**src/rtl/clk_div_prog.sv**
```systemverilog
// -----------------------------------------------------------------------------
// clk_div_prog
//   Runtime-programmable clock divider / timebase for the Morse timer path.
//   It derives dot/dash/gap timing from the system clock. Every state change
//   happens on the rising edge of i_clk. No logic is ever placed on the clock
//   path itself.
//
//   Modes (i_mode):
//     00  square wave : o_clk_out toggles every D enabled cycles (period 2*D)
//     01  tick        : o_tick pulses once every D enabled cycles
//     10  one-shot    : i_start begins a single D-cycle run, then one tick
//     11  reserved    : behaves exactly like 01
//
//   A new divisor is written with i_div_ld into a pending register. It only
//   reaches the live divisor at a period boundary, or straight away when the
//   block is idle (one-shot mode, not busy). A period that is already running
//   is therefore never shortened or stretched.
//
// Parameters
//   WID      width of divisor and counter (max divisor 2^WID-1)
//   DEF_DIV  divisor loaded on reset (1 .. 2^WID-1)
//
// Ports
//   i_clk      in   1    system clock
//   i_rst      in   1    synchronous active-high reset, highest priority
//   i_en       in   1    count enable; low freezes counter and o_clk_out
//   i_mode     in   2    operating mode, see above
//   i_div_ld   in   1    strobe: capture i_div_in into the pending register
//   i_div_in   in   WID  new divisor; 0 is treated as 1
//   i_start    in   1    one-shot trigger (mode 10 only)
//   o_clk_out  out  1    square wave in mode 00, otherwise 0
//   o_tick     out  1    one-cycle pulse after each period end
//   o_busy     out  1    one-shot in progress
//   o_div_cur  out  WID  divisor currently in use
//   o_cnt      out  WID  current count, 0 .. o_div_cur-1
//
// Handshake: i_div_ld and i_start are single-cycle strobes sampled at the
// rising edge. There is no back-pressure. A start that arrives while the
// block is busy, while i_en is low, or outside mode 10 is dropped.
// -----------------------------------------------------------------------------
module clk_div_prog #(
  parameter int WID     = 16,
  parameter int DEF_DIV = 2
) (
  input  logic           i_clk,
  input  logic           i_rst,
  input  logic           i_en,
  input  logic [1:0]     i_mode,
  input  logic           i_div_ld,
  input  logic [WID-1:0] i_div_in,
  input  logic           i_start,
  output logic           o_clk_out,
  output logic           o_tick,
  output logic           o_busy,
  output logic [WID-1:0] o_div_cur,
  output logic [WID-1:0] o_cnt
);

  localparam logic [1:0]     MODE_SQUARE  = 2'b00;
  localparam logic [1:0]     MODE_ONESHOT = 2'b10;
  localparam logic [WID-1:0] ONE          = WID'(1);
  localparam logic [WID-1:0] DEF          = WID'(DEF_DIV);

  // Registered state
  logic [WID-1:0] r_cnt;
  logic [WID-1:0] r_div;
  logic [WID-1:0] r_pend;
  logic           r_pend_v;
  logic           r_clk;
  logic           r_tick;
  logic           r_busy;
  logic [1:0]     r_mode_q;

  // Combinational decode
  logic           w_mode_chg;
  logic           w_oneshot;
  logic           w_square;
  logic           w_active;
  logic           w_last;
  logic           w_wrap;
  logic           w_idle;
  logic           w_apply;
  logic           w_fire;
  logic [WID-1:0] w_din_clamped;
  logic [WID-1:0] w_cnt_inc;

  always_comb begin
    w_mode_chg    = (i_mode != r_mode_q);
    w_oneshot     = (i_mode == MODE_ONESHOT);
    w_square      = (i_mode == MODE_SQUARE);
    // Periodic modes always run; one-shot runs only while a shot is active.
    w_active      = w_oneshot ? r_busy : 1'b1;
    // r_div is never 0 because every load is clamped, so r_div-1 cannot wrap.
    w_last        = (r_cnt == (r_div - ONE));
    // A mode change restarts everything, so no period may end in that cycle.
    w_wrap        = i_en & w_active & w_last & ~w_mode_chg;
    w_idle        = w_oneshot & ~r_busy;
    // The pending value is sampled before this cycle's load lands. A load in
    // the same cycle as a wrap is therefore used one period later.
    w_apply       = r_pend_v & (w_wrap | w_idle);
    w_fire        = w_oneshot & i_start & i_en & ~r_busy & ~w_mode_chg;
    w_din_clamped = (i_div_in == '0) ? ONE : i_div_in;
    // r_cnt stays below r_div, so the increment cannot overflow WID bits.
    w_cnt_inc     = r_cnt + ONE;
  end

  // Divisor and pending-divisor registers
  always_ff @(posedge i_clk) begin
    if (i_rst) begin
      r_div    <= DEF;
      r_pend   <= DEF;
      r_pend_v <= 1'b0;
    end else begin
      if (w_apply) begin
        r_div <= r_pend;
      end
      // Repeated loads before an apply simply overwrite: the last value wins.
      if (i_div_ld) begin
        r_pend   <= w_din_clamped;
        r_pend_v <= 1'b1;
      end else if (w_apply) begin
        r_pend_v <= 1'b0;
      end
    end
  end

  // The previous mode is tracked even during reset. Leaving reset in any
  // mode therefore does not look like a mode change.
  always_ff @(posedge i_clk) begin
    r_mode_q <= i_mode;
  end

  // Counter, one-shot flag and output registers
  always_ff @(posedge i_clk) begin
    if (i_rst) begin
      r_cnt  <= '0;
      r_clk  <= 1'b0;
      r_tick <= 1'b0;
      r_busy <= 1'b0;
    end else if (w_mode_chg) begin
      r_cnt  <= '0;
      r_clk  <= 1'b0;
      r_tick <= 1'b0;
      r_busy <= 1'b0;
    end else begin
      // The tick follows the wrap. w_wrap already contains i_en, so en=0
      // forces the tick low on the next edge.
      r_tick <= w_wrap;

      if (w_wrap || w_fire) begin
        r_cnt <= '0;
      end else if (i_en && w_active) begin
        r_cnt <= w_cnt_inc;
      end

      if (w_fire) begin
        r_busy <= 1'b1;
      end else if (w_wrap && w_oneshot) begin
        r_busy <= 1'b0;
      end

      if (!w_square) begin
        r_clk <= 1'b0;
      end else if (w_wrap) begin
        r_clk <= ~r_clk;
      end
    end
  end

  assign o_clk_out = r_clk;
  assign o_tick    = r_tick;
  assign o_busy    = r_busy;
  assign o_div_cur = r_div;
  assign o_cnt     = r_cnt;

endmodule

```
**config.mk**
```make
export PLATFORM = sky130hd
export DESIGN_NAME = clk_div_prog
export DESIGN_NICKNAME = d
export VERILOG_FILES = /design/src/rtl/clk_div_prog.sv
export SDC_FILE = /design/constraint.sdc
export NUM_CORES = 1
export LEC_CHECK = 0
export ABC_AREA = 1
export BUFFER_PORTS_ARGS = -buffer_cell sky130_fd_sc_hd__buf_4
export CORE_UTILIZATION = 50
export CTS_CLUSTER_DIAMETER = 200
export DETAILED_ROUTE_END_ITERATION = 8
export PLACE_DENSITY = 0.76
export SKIP_CTS_REPAIR_TIMING = 1
export SYNTH_ARGS = -nofsm -noshare
export SYNTH_HDL_FRONTEND = slang
export SYNTH_SLANG_ARGS = --single-unit
export TNS_END_PERCENT = 30
```
**constraint.sdc**
```tcl
create_clock -name i_clk -period 1.8 [get_ports i_clk]
set_input_delay 0.18 -clock i_clk [delete_from_list [all_inputs] [get_ports i_clk]]
set_output_delay 0.18 -clock i_clk [all_outputs]
set_load 0.005 [all_outputs]
```
# Yosys cells after proc, flatten, opt, wreduce, memory -nomap -nowiden
# Index checks and enable logic that the tools add are counted.
# classes
reduce_logical	10
muxes	6
addsub	2
bitwise_logic	14
eq_ne	3
# op_table
operator	n
16-bit by 1-bit adder with 16-bit output, second input constant	1
16-bit equality test	1
16-bit zero test	1
16-bit 2-to-1 mux	1
16-bit by 1-bit subtractor with 16-bit output, second input constant	1
1-bit bitwise AND	9
3-bit OR reduction	2
1-bit 2-to-1 mux	5
1-bit NOT	4
2-bit nonzero test	2
2-bit equality test, second input constant	1
1-bit logical AND	2
2-bit zero test	1
2-bit != test	1
2-bit OR reduction	1
1-bit logical OR	1
1-bit OR	1
# word_totals
in_bits	23
wordCells	43
ff_bits	54

# Logic depth before layout (Yosys ltp)
# Gate-level depths: netlist of the first run.
# depth
word_depth	9
depth_mapped	18

# Worst setup path after synthesis of the first run
# OpenSTA, ideal clock, no wires.
# synth_path
path_type	register -> register
start	reg r_div[0], in the netlist o_div_cur[0]
end	reg r_div[1], in the netlist o_div_cur[1]
path_slack_ns	-0.148
period_less_slack_ns	1.948
arrival_ns	1.815
setup_time_ns	0.134
path_stages_with_launch	18
cell_sequence	dfxtp_1 > inv_1 > ha_1 > nand2_1 > inv_1 > nor2_1 > nand2_1 > nor2_1 > nand3_1 > nor2_1 > nand2_1 > nor2_4 > nand2_4 > nand2_4 > buf_6 > nand2_1 > nand2_1 > nand3_1
# synth_between
elab_chain_cells	6
# synth_rtl
element	line_no	source
start, declared	66	logic [WID-1:0] r_div;
start signal, assigned	115	r_div <= r_pend;
16-bit by 1-bit subtractor with 16-bit output	94	w_last = (r_cnt == (r_div - ONE));
16-bit equality test	94	
1-bit bitwise AND (2 in series)	96	w_wrap = i_en & w_active & w_last & ~w_mode_chg;
1-bit OR	100	w_apply = r_pend_v & (w_wrap | w_idle);
1-bit bitwise AND	100	
# No other way between the ends.
# A chain may end at the register's enable or synchronous reset.

# Worst setup path in the final report of the first run
# layout_path
start	reg r_div[1], in the netlist o_div_cur[1]
end	reg r_div[1], in the netlist o_div_cur[1]
# The elaborated chain is that of the path after synthesis.

==> results of run 1 <==
cells by family (layout without fill, tap and decap cells):
group	Yosys count	in the layout	share of synthesized area, %
AND/OR/NAND/NOR	240	240	36.3
buffers and inverters	74	180	10.6
flip-flops	54	54	37.3
AO/OA/AOI/OAI	47	47	9.54
XOR/XNOR	18	18	5.44
adder cells (fa/ha/maj)	2	2	0.863
per-stage QoR:
stage | hold WS [ns] | instances | utilization (%)
after floorplan | 0.208 | 435 | -
after CTS | -0.0103 | 608 | 70.1
final | 0.101 | 613 | 72.7
after global placement | 0.317 | 600 | 68.1
after detailed placement | 0.318 | 600 | 68.1
after global routing | 0.0992 | 613 | 72.7
worst min-delay path, delay by kind of cell:
family	cells	cell delay [ns]
buffers and inverters	1	0.08
AND/OR/NAND/NOR	2	0.12
final cells by class:
cell class                 count  share of cell area [%]
sequential                    54                    27.0
inverter                      59                    5.50
multi-input combinational    307                    39.8
clock buffer                   6                    1.80
tap                           72                    2.24
timing repair buffer         113                    22.7
clock inverter                 2                   0.933
per-layer routing:
metal  part of all wire [%]  GRT usage, %  vias up
li1                       -             -     1583
met1                     42          29.4     1420
met2                     50          43.2       86
met3                    5.7          4.07       15
met4                    2.3          6.67        0
met5                      0             0        -
path summary, 6_finish.rpt:
kind / startpoint / slack, ns / to
worst max-delay path: o_div_cur[1] / -0.24 / o_div_cur[1]
worst min-delay path: i_div_ld / 0.10 / r_pend[1]
worst max register to register: o_div_cur[1] / -0.24 / o_div_cur[1]
worst min register to register: o_clk_out / 0.47 / o_clk_out
cells in the final DEF (no fill, tap or decap), types with 2 or more instances in the layout:
cell           netlist  final
inv_1               58     56
a21oi_1             24     24
nand3b_1             3      3
xnor2_1              8      8
inv_2                0      2
nor3b_1              2      2
xor2_1              10     10
dfxtp_1             54     50
dfxtp_2              0      4
nor2_1              83     74
nand3_2              1      8
nand2_4              2      2
nand3_1             30     23
nor4_1               4      4
nand2_1             94     91
clkbuf_16            0      2
nor2_2               2     11
buf_4                1    105
nand2_2              4      6
nand4_1              4      4
a211oi_1            14     14
buf_12               0      2
clkbuf_8             0      5
o21ai_0              5      4
o21ai_1              2      3
nor2_4               3      3
nor3_1               6      6
dlygate4sd3_1        0      2
registers in the layout, summed over array words and instances, names as in the netlist:
signal     cells
o_div_cur     16
o_cnt         16
r_pend        16
o_tick         1
o_busy         1
r_mode_q       2
r_pend_v       1
o_clk_out      1
power by group:
| part | switching (W) | internal, W | leakage (nW) |
|---|---|---|---|
| Clock | 0.000405 | 0.000416 | 0.0514 |
| Combinational | 0.000272 | 0.000229 | 1.41 |
| Sequential | 0.0000313 | 0.00124 | 0.443 |
==> results.txt, run 1 <==
Ports -> 58
RePlAce Congestion -> 0.841
Worst setup EP type -> register
Gate count of the mapped netlist -> 435
Fillers -> 469
Register area -> 1090 µm²
Bufs and invs on worst path -> 2
Worst slack at placement -> -0.213 ns
Leak Pwr -> 1.90 nW
Avg Synthesized Cell Area -> 6.66 µm²
Leading area contributor after synthesis -> dfxtp_1
EDFF count, synth -> 0
Area Growth Syn to Fin -> 38.8%
H-Tree Depth -> 2
Async SR Flop Fraction -> 0%
Num CTS Buffers -> 5
Drc violations -> 0
Number of I/O port buffers -> 57
Normalized max-slew margin -> 71.1%
Top cell type's share of synthesized area -> 37.3%
CP max stage delay -> 0.37 ns
Vias post-DR -> 3104
Failing checks -> setup timing
Die ar. -> 6110 µm²
Worst-Margin Slew -> 0.431 ns
CP max FO -> 6
Die Wd -> 78.1 µm
Ys flop type -> dfxtp_1
# rows -> 27
Final Hold Viols -> 0
CP Class -> register to register
RSZ-0062 raised after global routing -> true
CTS tree -> done
Min cycle time layout -> 2.04 ns
Synth Cell Area -> 2900 µm²
Cell variety after synth -> 33
Initial Utilization -> 52.3%
Post-Route WL -> 7670 µm
Hold Crit Depth -> 3
Post-synth top cells -> nand2_1 (94), nor2_1 (83), inv_1 (58), dfxtp_1 (54), nand3_1 (30)
First-pass GRT wire length -> 11800 µm
Max-Cap Viols -> 0
Final #Nets -> 565
Top cells by area, synth -> dfxtp_1 (37%), nand2_1 (12%), nor2_1 (11%), inv_1 (7.5%), nand3_1 (5.2%)
Vias in the first global route -> 2727
Levels on crit path -> 16
Post-DP Area -> 3770 µm²
Peak VDD IR -> 0.448 mV
Max Fclk -> 489 MHz
Design area -> 4030 µm²
Deepest clock path buffer count -> 2
Yosys warning total -> 0
Via density -> 5.06
CP cell instances -> inv_2 > ha_4 > nor2_1 > nor2_1 > nand2_1 > nor2_1 > nand3_1 > nor2_1 > nand2_1 > nor2_4 > nand2_4 > nand2_8 > buf_12 > nand2_1 > nand2_1 > nand3_1
Clock Skews -> 0.0127 ns
Initial antenna violation count -> 0
Part of the cycle the worst path needs -> 114%
Worst hold path type -> input port to register
Total Routing Usage GR -> 24.0%
Die Y -> 78.1 µm
Total Power -> 0.00259 W
Setup_tns -> -4.45 ns
Worst Reg-to-Reg Cells -> 16
Pre-antenna DRT Iters -> 5
Status -> finished with violations
Clock tree sinks -> 54
Worst Path Required -> 1.98 ns
CP max stage cell -> dfxtp_2
Detailed router's first-iteration violation count -> 201
Sequential cell area fraction in the yosys report -> 37.3%
Power Density -> 644 nW/µm²
Syn_nets -> 460
DR WL/cell -> 12.5 µm
Max Slew Vio Count -> 0
Final ANT Viol Nets -> 0
Multi-input logic area -> 1600 µm²
Final worst slack -> -0.244 ns
Clock latency on the worst-skew pair -> 0.31 ns
Top-count cell post-synth -> nand2_1
Crit path DAT -> 2.22 ns
Gr ovfl total -> 0
CP startpoint kind -> register
Clock Root Buffer -> clkbuf_8
#FFs+latches synth -> 54
Antenna cell count -> 0
Detailed Place HPWL -> 5530 µm
Crit path max-delay family -> simple AND/OR/NAND/NOR gates
Share of layout cells above drive strength 1 -> 29.0%
Setup violations, final -> 35
CTS clk-pin slew, worst paths -> 0.10 ns
Largest net degree at the start of global routing -> 34
Core area -> 5540 µm²
(Power assumes the default switching activity.)
==> inputs of run 2 (changes only) <==
--- a/config.mk
+++ b/config.mk
@@ -10,7 +10,7 @@
 export CORE_UTILIZATION = 50
 export CTS_CLUSTER_DIAMETER = 200
 export DETAILED_ROUTE_END_ITERATION = 8
-export PLACE_DENSITY = 0.76
+export PLACE_DENSITY = 0.79
 export SKIP_CTS_REPAIR_TIMING = 1
 export SYNTH_ARGS = -nofsm -noshare
 export SYNTH_HDL_FRONTEND = slang
==> results.txt, run 2 (same netlist as run 1, synthesis figures left out) <==
First-pass GRT wire length -> 11900 µm
Post-Route WL -> 7500 µm
Bufs and invs on worst path -> 3
CP max FO -> 5
Leak Pwr -> 1.90 nW
Die Y -> 78.1 µm
Normalized max-slew margin -> 68.6%
Die Wd -> 78.1 µm
Design area -> 4020 µm²
Clock latency on the worst-skew pair -> 0.33 ns
Clock Skews -> 0.0104 ns
Final Hold Viols -> 0
Crit path DAT -> 2.21 ns
CP dominant cell by count -> nand2_1
Deepest clock path buffer count -> 2
CTS clk-pin slew, worst paths -> 0.11 ns
Worst-Margin Slew -> 0.469 ns
Most frequent cells in the layout -> buf_4 (104), nand2_1 (93), nor2_1 (78), inv_1 (56), dfxtp_1 (48)
Status -> finished with violations
Drc violations -> 0
CP cell instances -> inv_2 > ha_4 > nand2_1 > inv_1 > nor2_1 > nand2_1 > nor2_1 > nand3_1 > nor2_1 > nand2_1 > nor2_4 > nand2_4 > nand2_8 > clkbuf_16 > nand2_1 > nand2_1 > nand3_1
Fin util -> 72.5%
Vias in the first global route -> 2743
Die ar. -> 6110 µm²
Detailed router's first-iteration violation count -> 120
Max Fclk -> 498 MHz
H-Tree Depth -> 2
Final ANT Viol Nets -> 0
Pre-antenna DRT Iters -> 7
Post-DP Area -> 3790 µm²
Peak VDD IR -> 0.583 mV
Power Density -> 633 nW/µm²
Core area -> 5540 µm²
Antenna cell count -> 0
Vias post-DR -> 3075
Failing checks -> setup timing
Final worst slack -> -0.208 ns
Gr ovfl total -> 0
DP Cell Count -> 600
CP startpoint kind -> register
RSZ-0062 raised after global routing -> true
Detailed Place HPWL -> 5460 µm
Setup violations, final -> 34
Worst hold path type -> input port to register
Via density -> 5.02
Part of the cycle the worst path needs -> 112%
Clock Root Buffer -> clkbuf_8
RePlAce Congestion -> 0.851
Share of layout cells above drive strength 1 -> 28.1%
Ports -> 58
Hold_ws -> 0.0788 ns
Max Slew Vio Count -> 0
Max-Cap Viols -> 0
Largest net degree at the start of global routing -> 34
Clock tree sinks -> 54
Crit path max-delay family -> simple AND/OR/NAND/NOR gates
Layout Cells excl Fill -> 613
CP max stage cell -> dfxtp_2
Total Routing Usage GR -> 24.5%
Number of I/O port buffers -> 57
CTS tree -> done
Initial Utilization -> 52.3%
# rows -> 27
Num CTS Buffers -> 5
Initial antenna violation count -> 0
Multi-input logic area -> 1580 µm²
DR WL/cell -> 12.2 µm
Area Growth Syn to Fin -> 38.5%
Final #Nets -> 565
Worst Path Required -> 2.00 ns
CP max stage delay -> 0.37 ns
Fillers -> 447
CP Class -> register to register
Min cycle time layout -> 2.01 ns
Worst slack at placement -> -0.187 ns
Register area -> 1090 µm²
Commonest non-fill, non-tap cell in the layout -> buf_4
Worst setup EP type -> register
==> run 2: cell type report <==
cell class / count / area share, %
multi-input cells: 307 / 39.3
flip-flops and latches: 54 / 27.1
repair buffers: 113 / 23.2
inverters: 59 / 5.52
well taps: 72 / 2.24
clock buffers: 6 / 2.06
clock inverters: 2 / 0.499
==> run 2: worst paths after layout <==
kind	endpoint	slack, ns	from	cells past startpoint
worst min register to register	r_pend[8]	0.47	r_pend[8]	2
worst max-delay path	o_div_cur[1]	-0.21	o_div_cur[1]	17
worst min-delay path	r_pend[1]	0.08	i_div_ld	3
worst max register to register	o_div_cur[1]	-0.21	o_div_cur[1]	17
==> run 2: power by group <==
part           internal (W)  switching, W  leakage, nW
sequential          0.00124     0.0000297        0.444
combinational      0.000224      0.000263         1.40
clock              0.000328      0.000458       0.0537
total               0.00179      0.000750         1.90
==> run 2: per-layer routing <==
metal  vias up  wire, µm  track usage (%)
met5         -         0                0
met2        98      3710             43.3
met4         0        83             9.63
met1      1379      3320             30.2
li1       1585         -                -
met3        13       383             2.79
==> run 2: worst reg2reg max path: stages, from the launching register on <==
cell	delay, ns
dfxtp_2	0.37
inv_2	0.05
ha_4	0.23
nand2_1	0.06
inv_1	0.04
nor2_1	0.07
nand2_1	0.06
nor2_1	0.09
nand3_1	0.07
nor2_1	0.10
nand2_1	0.10
nor2_4	0.12
nand2_4	0.09
nand2_8	0.10
clkbuf_16	0.15
nand2_1	0.05
nand2_1	0.06
nand3_1	0.06
==> run 2: through the flow <==
| stage | setup TNS, ns | power [W] |
|---|---|---|
| 6_report | -5.50 | 0.00254 |
| 5_1_grt | -10.13 | 0.00265 |
| 2_1_floorplan | -0.632 | 0.00156 |
| 3_5_place_dp | -3.05 | 0.00174 |
| 3_3_place_gp | -1.53 | 0.00173 |
| 4_1_cts | -3.63 | 0.00252 |
